## src/rtl/tone_burst_generator.sv

```systemverilog
// Tone burst engine: burst_count bursts of pulse_count PWM pulses with idle gaps,
// driven from shadowed configuration and reporting a status word to the register bank.
module tone_burst_generator #(
   parameter int DATA_WIDTH = 32,
   parameter int DUTY_BITS  = 10
) (
   input  logic                  clk,
   input  logic                  rst_n,
   input  logic                  enable,
   input  logic                  trigger,
   input  logic [DATA_WIDTH-1:0] pulse_count,
   input  logic [DATA_WIDTH-1:0] burst_count,
   input  logic [DATA_WIDTH-1:0] duty_cycle,
   input  logic [DATA_WIDTH-1:0] inter_burst_delay,
   input  logic [DATA_WIDTH-1:0] pulse_period,
   output logic                  burst_out,
   output logic                  busy,
   output logic                  done,
   output logic [DATA_WIDTH-1:0] status
);

   typedef enum logic [1:0] {IDLE = 2'd0, PULSE = 2'd1, GAP = 2'd2, DONE = 2'd3} state_t;

   localparam logic [DATA_WIDTH-1:0] ONE       = DATA_WIDTH'(1);
   localparam logic [DATA_WIDTH-1:0] DUTY_FULL = DATA_WIDTH'(1) << DUTY_BITS;

   state_t                  state_q, state_d;
   logic [DATA_WIDTH-1:0]   phase_q, phase_d;
   logic [DATA_WIDTH-1:0]   pulse_idx_q, pulse_idx_d;
   logic [DATA_WIDTH-1:0]   burst_idx_q, burst_idx_d;
   logic [DATA_WIDTH-1:0]   gap_cnt_q, gap_cnt_d;
   logic [DATA_WIDTH-1:0]   pc_q, pc_d, bc_q, bc_d, per_q, per_d, dly_q, dly_d;
   logic [DATA_WIDTH-1:0]   high_q, high_d;
   logic [15:0]             completed_q, completed_d, completed_inc;
   logic                    done_st_q, done_st_d;
   logic                    err_st_q, err_st_d;
   logic                    abt_st_q, abt_st_d;
   logic [DATA_WIDTH-1:0]   status_q, status_d;

   logic [DATA_WIDTH-1:0]   duty_c;
   logic [2*DATA_WIDTH-1:0] product;
   logic [DATA_WIDTH-1:0]   high_time;

   // Full-width product so large periods keep their precision before the shift.
   always_comb begin
      duty_c    = (duty_cycle > DUTY_FULL) ? DUTY_FULL : duty_cycle;
      product   = {{DATA_WIDTH{1'b0}}, pulse_period} * {{DATA_WIDTH{1'b0}}, duty_c};
      high_time = DATA_WIDTH'(product >> DUTY_BITS);
   end

   assign completed_inc = (completed_q == 16'hFFFF) ? completed_q : completed_q + 16'd1;

   always_comb begin
      state_d     = state_q;
      phase_d     = phase_q;
      pulse_idx_d = pulse_idx_q;
      burst_idx_d = burst_idx_q;
      gap_cnt_d   = gap_cnt_q;
      pc_d        = pc_q;
      bc_d        = bc_q;
      per_d       = per_q;
      dly_d       = dly_q;
      high_d      = high_q;
      completed_d = completed_q;
      done_st_d   = done_st_q;
      err_st_d    = err_st_q;
      abt_st_d    = abt_st_q;

      case (state_q)
         IDLE: begin
            if (trigger && enable) begin
               if (pulse_count == '0 || burst_count == '0 || pulse_period == '0) begin
                  err_st_d = 1'b1;
               end else begin
                  pc_d        = pulse_count;
                  bc_d        = burst_count;
                  per_d       = pulse_period;
                  dly_d       = inter_burst_delay;
                  high_d      = high_time;
                  done_st_d   = 1'b0;
                  err_st_d    = 1'b0;
                  abt_st_d    = 1'b0;
                  completed_d = '0;
                  phase_d     = '0;
                  pulse_idx_d = '0;
                  burst_idx_d = '0;
                  state_d     = PULSE;
               end
            end
         end
         PULSE: begin
            if (!enable) begin
               state_d  = IDLE;
               abt_st_d = 1'b1;
            end else if (phase_q == per_q - ONE) begin
               phase_d = '0;
               if (pulse_idx_q != pc_q - ONE) begin
                  pulse_idx_d = pulse_idx_q + ONE;
               end else if (burst_idx_q != bc_q - ONE) begin
                  burst_idx_d = burst_idx_q + ONE;
                  pulse_idx_d = '0;
                  completed_d = completed_inc;
                  // A zero delay keeps the next burst contiguous with this one.
                  if (dly_q != '0) begin
                     state_d   = GAP;
                     gap_cnt_d = '0;
                  end
               end else begin
                  completed_d = completed_inc;
                  done_st_d   = 1'b1;
                  state_d     = DONE;
               end
            end else begin
               phase_d = phase_q + ONE;
            end
         end
         GAP: begin
            if (!enable) begin
               state_d  = IDLE;
               abt_st_d = 1'b1;
            end else if (gap_cnt_q == dly_q - ONE) begin
               phase_d = '0;
               state_d = PULSE;
            end else begin
               gap_cnt_d = gap_cnt_q + ONE;
            end
         end
         default: begin
            state_d = IDLE;
            if (!enable) abt_st_d = 1'b1;
         end
      endcase

      // Status is built from next-state values so it lines up with the state it describes.
      status_d    = '0;
      status_d[0] = (state_d == PULSE) || (state_d == GAP);
      status_d[1] = done_st_d;
      status_d[2] = err_st_d;
      status_d[3] = abt_st_d;
      status_d[5:4] = state_d;
      for (int i = 0; i < 16; i++) begin
         if (16 + i < DATA_WIDTH) status_d[16+i] = completed_d[i];
      end
   end

   always_ff @(posedge clk) begin
      if (!rst_n) begin
         state_q     <= IDLE;
         phase_q     <= '0;
         pulse_idx_q <= '0;
         burst_idx_q <= '0;
         gap_cnt_q   <= '0;
         pc_q        <= '0;
         bc_q        <= '0;
         per_q       <= '0;
         dly_q       <= '0;
         high_q      <= '0;
         completed_q <= '0;
         done_st_q   <= 1'b0;
         err_st_q    <= 1'b0;
         abt_st_q    <= 1'b0;
         status_q    <= '0;
      end else begin
         state_q     <= state_d;
         phase_q     <= phase_d;
         pulse_idx_q <= pulse_idx_d;
         burst_idx_q <= burst_idx_d;
         gap_cnt_q   <= gap_cnt_d;
         pc_q        <= pc_d;
         bc_q        <= bc_d;
         per_q       <= per_d;
         dly_q       <= dly_d;
         high_q      <= high_d;
         completed_q <= completed_d;
         done_st_q   <= done_st_d;
         err_st_q    <= err_st_d;
         abt_st_q    <= abt_st_d;
         status_q    <= status_d;
      end
   end

   assign burst_out = (state_q == PULSE) && (phase_q < high_q);
   assign busy      = (state_q == PULSE) || (state_q == GAP);
   assign done      = (state_q == DONE);
   assign status    = status_q;

endmodule

```

## config.mk

```make
export PLATFORM = sky130hd
export DESIGN_NAME = tone_burst_generator
export DESIGN_NICKNAME = d
export VERILOG_FILES = /design/src/rtl/tone_burst_generator.sv
export SDC_FILE = /design/constraint.sdc
export NUM_CORES = 2
export LEC_CHECK = 0
export ABC_AREA = 1
export ABC_CLOCK_PERIOD_IN_PS = 19800
export CORE_MARGIN = 5
export CORE_UTILIZATION = 50
export DETAILED_ROUTE_END_ITERATION = 8
export GPL_ROUTABILITY_DRIVEN = 1
export PLACE_DENSITY_LB_ADDON = 0.15
export SYNTH_ARGS = -nofsm -noshare
export SYNTH_HDL_FRONTEND = slang
export SYNTH_SLANG_ARGS = --single-unit
```

## constraint.sdc

```tcl
create_clock -name clk -period 19.8 [get_ports clk]
set_clock_uncertainty 0.15 [all_clocks]
set_input_delay 3.96 -clock clk [delete_from_list [all_inputs] [get_ports clk]]
set_output_delay 3.96 -clock clk [all_outputs]
set_load 0.1 [all_outputs]
```

After elaboration in Yosys (flattened, before gate mapping)
Index checks and enable logic that the tools add are counted.
{"block": "totals", "in_bits": 164, "elab_cells": 126, "register_bits": 341}
{"block": "classes", "n_mul": 1, "add_sub_neg": 9, "magnitude_cmp": 2, "mux": 57, "n_eq_ne": 21, "reduce_logical": 19, "bitwise": 1}
{"cell": "32-bit 2-to-1 mux", "count": 22}
{"cell": "32-bit case mux with 2 select lines", "count": 3}
{"cell": "32-bit by 1-bit adder with 32-bit output (second input constant)", "count": 4}
{"cell": "32-bit by 1-bit subtractor with 32-bit output (second input constant)", "count": 4}
{"cell": "32-bit logical NOT", "count": 3}
{"cell": "16-bit 2-to-1 mux", "count": 6}
{"cell": "32-bit case mux with 3 select lines", "count": 1}
{"cell": "32-bit equality test", "count": 2}
{"cell": "32-bit != test", "count": 2}
{"cell": "32-bit by 32-bit multiplier with 42-bit output", "count": 1}
{"cell": "32-bit by 11-bit greater-than comparator with 1-bit output (second input constant)", "count": 1}
{"cell": "32-bit less-than comparator", "count": 1}
{"cell": "16-bit case mux with 2 select lines", "count": 1}
{"cell": "32-bit nonzero test", "count": 1}
{"cell": "2-bit != test (second input constant)", "count": 10}
{"cell": "2-bit 2-to-1 mux", "count": 9}
{"cell": "16-bit by 1-bit adder with 16-bit output (second input constant)", "count": 1}
{"cell": "16-bit equality test (second input constant)", "count": 1}
{"cell": "1-bit 2-to-1 mux", "count": 13}
{"cell": "6-bit AND reduction", "count": 2}
{"cell": "8-bit AND reduction", "count": 1}
{"cell": "7-bit AND reduction", "count": 1}
{"cell": "2-bit equality test (second input constant)", "count": 3}
{"cell": "2-bit case mux with 3 select lines", "count": 1}
{"cell": "10 further kinds", "count": 16}

Depth between registers and ports, before layout
{"block": "depth", "depth_word": 9, "depth_mapped": 39, "mapped_depth_nobuf": 38}

Worst setup path before layout
No wires, ideal clock.
{"block": "synth_path", "kind": "input to register", "startpoint": "input duty_cycle[0]", "endpoint": "register high_q[31]", "path_stages": 35, "setup_ns": 0.117, "path_slack_ns": 8.266, "t_arrival_ns": 11.267, "t_required_ns": 19.533, "path_cell_list": "or2_2 > o31ai_1 > nand2_1 > nor2_1 > clkinv_1 > clkbuf_1 > nor2_1 > fa_1 > fa_1 > fa_1 > inv_1 > fa_1 > inv_1 > fa_1 > inv_1 > fa_1 > inv_1 > fa_1 > fa_1 > ha_1 > nand2_1 > nor2_1 > inv_1 > nor4_1 > nand2_1 > nand2_1 > nand2_1 > nand2_1 > nand2_1 > nand2_1 > nand2_1 > nand3_1 > nand2_1 > nor2_1 > nor2_1"}
{"block": "synth_via", "elab_chain_len": 3}
{"element": "start, declared", "line": "13", "text": "input logic [DATA_WIDTH-1:0] duty_cycle,"}
{"element": "32-bit by 11-bit greater-than comparator with 1-bit output", "line": "46", "text": "duty_c = (duty_cycle > DUTY_FULL) ? DUTY_FULL : duty_cycle;"}
{"element": "32-bit 2-to-1 mux (*)", "line": "46"}
{"element": "32-bit by 32-bit multiplier with 42-bit output (*)", "line": "47", "text": "product = {{DATA_WIDTH{1'b0}}, pulse_period} * {{DATA_WIDTH{1'b0}}, duty_c};"}
{"element": "end signal, assigned", "line": "173", "text": "high_q <= high_d;"}
{"element": "end, declared", "line": "33", "text": "logic [DATA_WIDTH-1:0] high_q, high_d;"}
Every way passes the cells marked *; elsewhere a longest branch is shown, timed or not.
A chain may end at the register's enable or synchronous reset.

Worst setup path in the final report
{"block": "layout_path", "startpoint": "input duty_cycle[18]", "endpoint": "register high_q[20]"}
The elaborated chain is that of the path after synthesis.

==> summary.md <==
| Metric | Value |
|---|---|
| Status | `finished, final reports clean` |
| Setup slack, reg-to-reg | `14.67 ns` |
| DP HPWL | `100.6 mm` |
| Worst Hold Class | `flip-flop to flip-flop` |
| Cell area after layout | `0.04860 mm2` |
| I/O Buffers | `188` |
| DR iter-0 viols | `2552` |
| Crit path to | `high_q[20]` |
| Multi-input gate area | `0.03350 mm2` |
| Area growth syn-to-layout | `12.88%` |
| Synth Instances | `5716` |
| TritonCTS buffer count | `35` |
| Post_cts resized | `0` |
| Die height | `303.4 um` |
| Mapped Avg Cell Area | `7.531 um2` |
| Clock root cell | `clkbuf_16` |
| Cells on worst reg2reg path | `18` |
| Fin nets | `7228` |
| Total Die Area | `0.09207 mm2` |
| Post-CTS Setup Repair Bufs | `0` |
| Critical-path top delay cell | `clkinv_1` |
| WHS | `0.3261 ns` |
| RSZ-0062 raised after global routing | `false` |
| Crit Path Max Fanout | `26` |
| Max Root-Sink Buffers | `3` |
| Vias in the first global route | `37.48k` |
| Worst path arrival time | `13.72 ns` |
| Startpoint Class | `input pin` |
| Register area share after synthesis | `0.1442` |
| Routed wire length | `122.4 mm` |
| First-pass GRT wire length | `198.8 mm` |
| Synthesized cell area | `0.04305 mm2` |
| WL/cell | `16.60 um` |
| Clk pin slew, worst setup/hold paths | `0.06 ns` |
| Worst Setup SP | `duty_cycle[18]` |
| Floorplan row count | `107` |
| GP Congestion | `0.9255` |
| Clk_lat worst skew | `0.55 ns` |
| Fin Setup TNS | `0 ns` |
| Max-cap check violation count | `0` |
| Final Cycle Share | `0.6766` |
| Worst rel slew slack | `0.2873` |
| Final Util | `0.5698` |
| Total Routing Usage GR | `0.2695` |
| Worst-margin pin slew | `1.069 ns` |
| Pre-antenna DRT Iters | `5` |
| Critical R2R Launch | `bc_q[0]` |
| Routed vias/inst | `5.090` |
| Initial core utilization | `0.5048` |
| Top cell type's share of synthesized area | `0.3102` |
| Hold_buf cts | `0` |
| Yosys reg bits | `310` |
| Fin. max-slew vios | `0` |
| Yosys top cell by area | `fa_1` |
| CORE AREA | `0.08528 mm2` |
| Cell mode on critical path | `fa_1` |
| Fin. Hold Viols | `0` |
| Fillers | `8310` |
| Top FF cell, synth | `dfxtp_1` |
| FMAX | `0.07464 GHz` |
| Synth cell types | `63` |
| Critical Path RT | `20.12 ns` |
| Antenna-violating nets left | `0` |
| Via count | `37.52k` |
| Async set-reset flop share out of synthesis | `0` |
| R2R Path End | `pulse_idx_q[16]` |
| Yosys warning count | `0` |
| Htree depth | `2` |
| Register area | `0.006206 mm2` |
| Top post-synthesis cells by area | `fa_1 (31%), dfxtp_1 (14%), inv_1 (9.4%)` |
| Boundary pin count | `199` |
| Final setup fails | `0` |
| Congestion Overflow GR | `0` |
| CP peak stage delay | `0.97 ns` |
| Fin crit period | `13.40 ns` |
| # DRC | `0` |
| Worst setup EP type | `flip-flop` |
| Layout cells sized above 1 | `0.02762` |
| Pin count of the biggest net entering global routing | `100` |
| Total clock sinks | `310` |
| Most common cell in the synthesized netlist | `inv_1` |
| Post-synth EDFFs | `0` |
| Initial antenna violation count | `2` |
| Most common library cells after synthesis | `inv_1 (1078), nand2_1 (1072), nor2_1 (682)` |
| CTS tree | `yes` |
| Die Width | `303.4 um` |
| Placed cell area | `0.04730 mm2` |
| Crit path kind | `input pin to flip-flop` |
metrics by stage:
step	std cells	worst slack, ns
2_1_floorplan	6144	8.266
3_3_place_gp	7309	5.941
3_5_place_dp	7309	5.876
4_1_cts	7371	6.390
5_1_grt	7372	5.680
6_report	7372	6.403
registers in the layout (all words and copies together) (netlist names):
register and cells:
per_q 32, status 5, dly_q 32, phase_q 32
completed_q 16, bc_q 32, high_q 32, burst_idx_q 32
state_q 1, gap_cnt_q 32, pc_q 32, pulse_idx_q 32
per-layer routing:
metal  global-route usage  wire length (um)  vias up
li1                     -                 -    18170
met1               0.3830             55090    18065
met2               0.4375             55590     1063
met3              0.03610              7729      221
met4              0.07287              3957        2
met5                    0                11        -
cell usage in the layout (no fill, tap or decap), drive strengths merged, types with 169 or more instances in the layout:
cell type         n
nand2          1078
nor2            714
ha              195
inv            1090
xor2            201
fa              667
clkdlybuf4s50   187
conb            430
o21ai           172
nand3           169
dfxtp           310
a21oi           344
kinds of logic (layout without fill, tap and decap cells):
kind of cell,Yosys count,count (layout),share of synthesized area
AOI/OAI and AO/OA,580,580,0.07126
xor gates and xnor gates,301,301,0.06284
adders and majority gates,862,862,0.3668
buffers and inverters,1285,1368,0.1154
DFF,310,310,0.1442
other,2,431,0.0001744
and+or+nand+nor,2376,2376,0.2393
how the worst min path moves through the flow:
stage | startpoint | to | slack [ns] | cells past startpoint
6_report | pc_q[31] | pc_q[31] | 0.33 | 2
5_1_grt | pc_q[31] | pc_q[31] | 0.35 | 2
3_3_place_gp | status[1] | status[1] | 0.32 | 2
3_5_place_dp | pc_q[31] | pc_q[31] | 0.32 | 2
2_1_floorplan | high_q[0] | high_q[0] | 0.28 | 2
4_1_cts | pc_q[31] | pc_q[31] | 0.33 | 2
layout make-up:
type                            count  share of cell area
Antenna cell                        1          0.00005149
Clock buffer                       50             0.02170
Clock inverter                     12            0.004892
Inverter                         1096             0.08484
Multi-Input combinational cell   4549              0.6893
Sequential cell                   310              0.1277
Tap cell                         1144             0.02945
Timing Repair Buffer              210             0.04207
worst max-delay path: cells and delay by family:
kind	cells	cell delay, ns
AND/OR/NAND/NOR	14	2.89
buffers and inverters	8	1.70
AO/OA/AOI/OAI	2	0.51
adder cells (fa/ha/maj)	9	4.41
XOR/XNOR	1	0.22
Power is left out: the tool's default activity adds up to more than one toggle a clock period on the data nets, which glitch-free logic cannot reach.
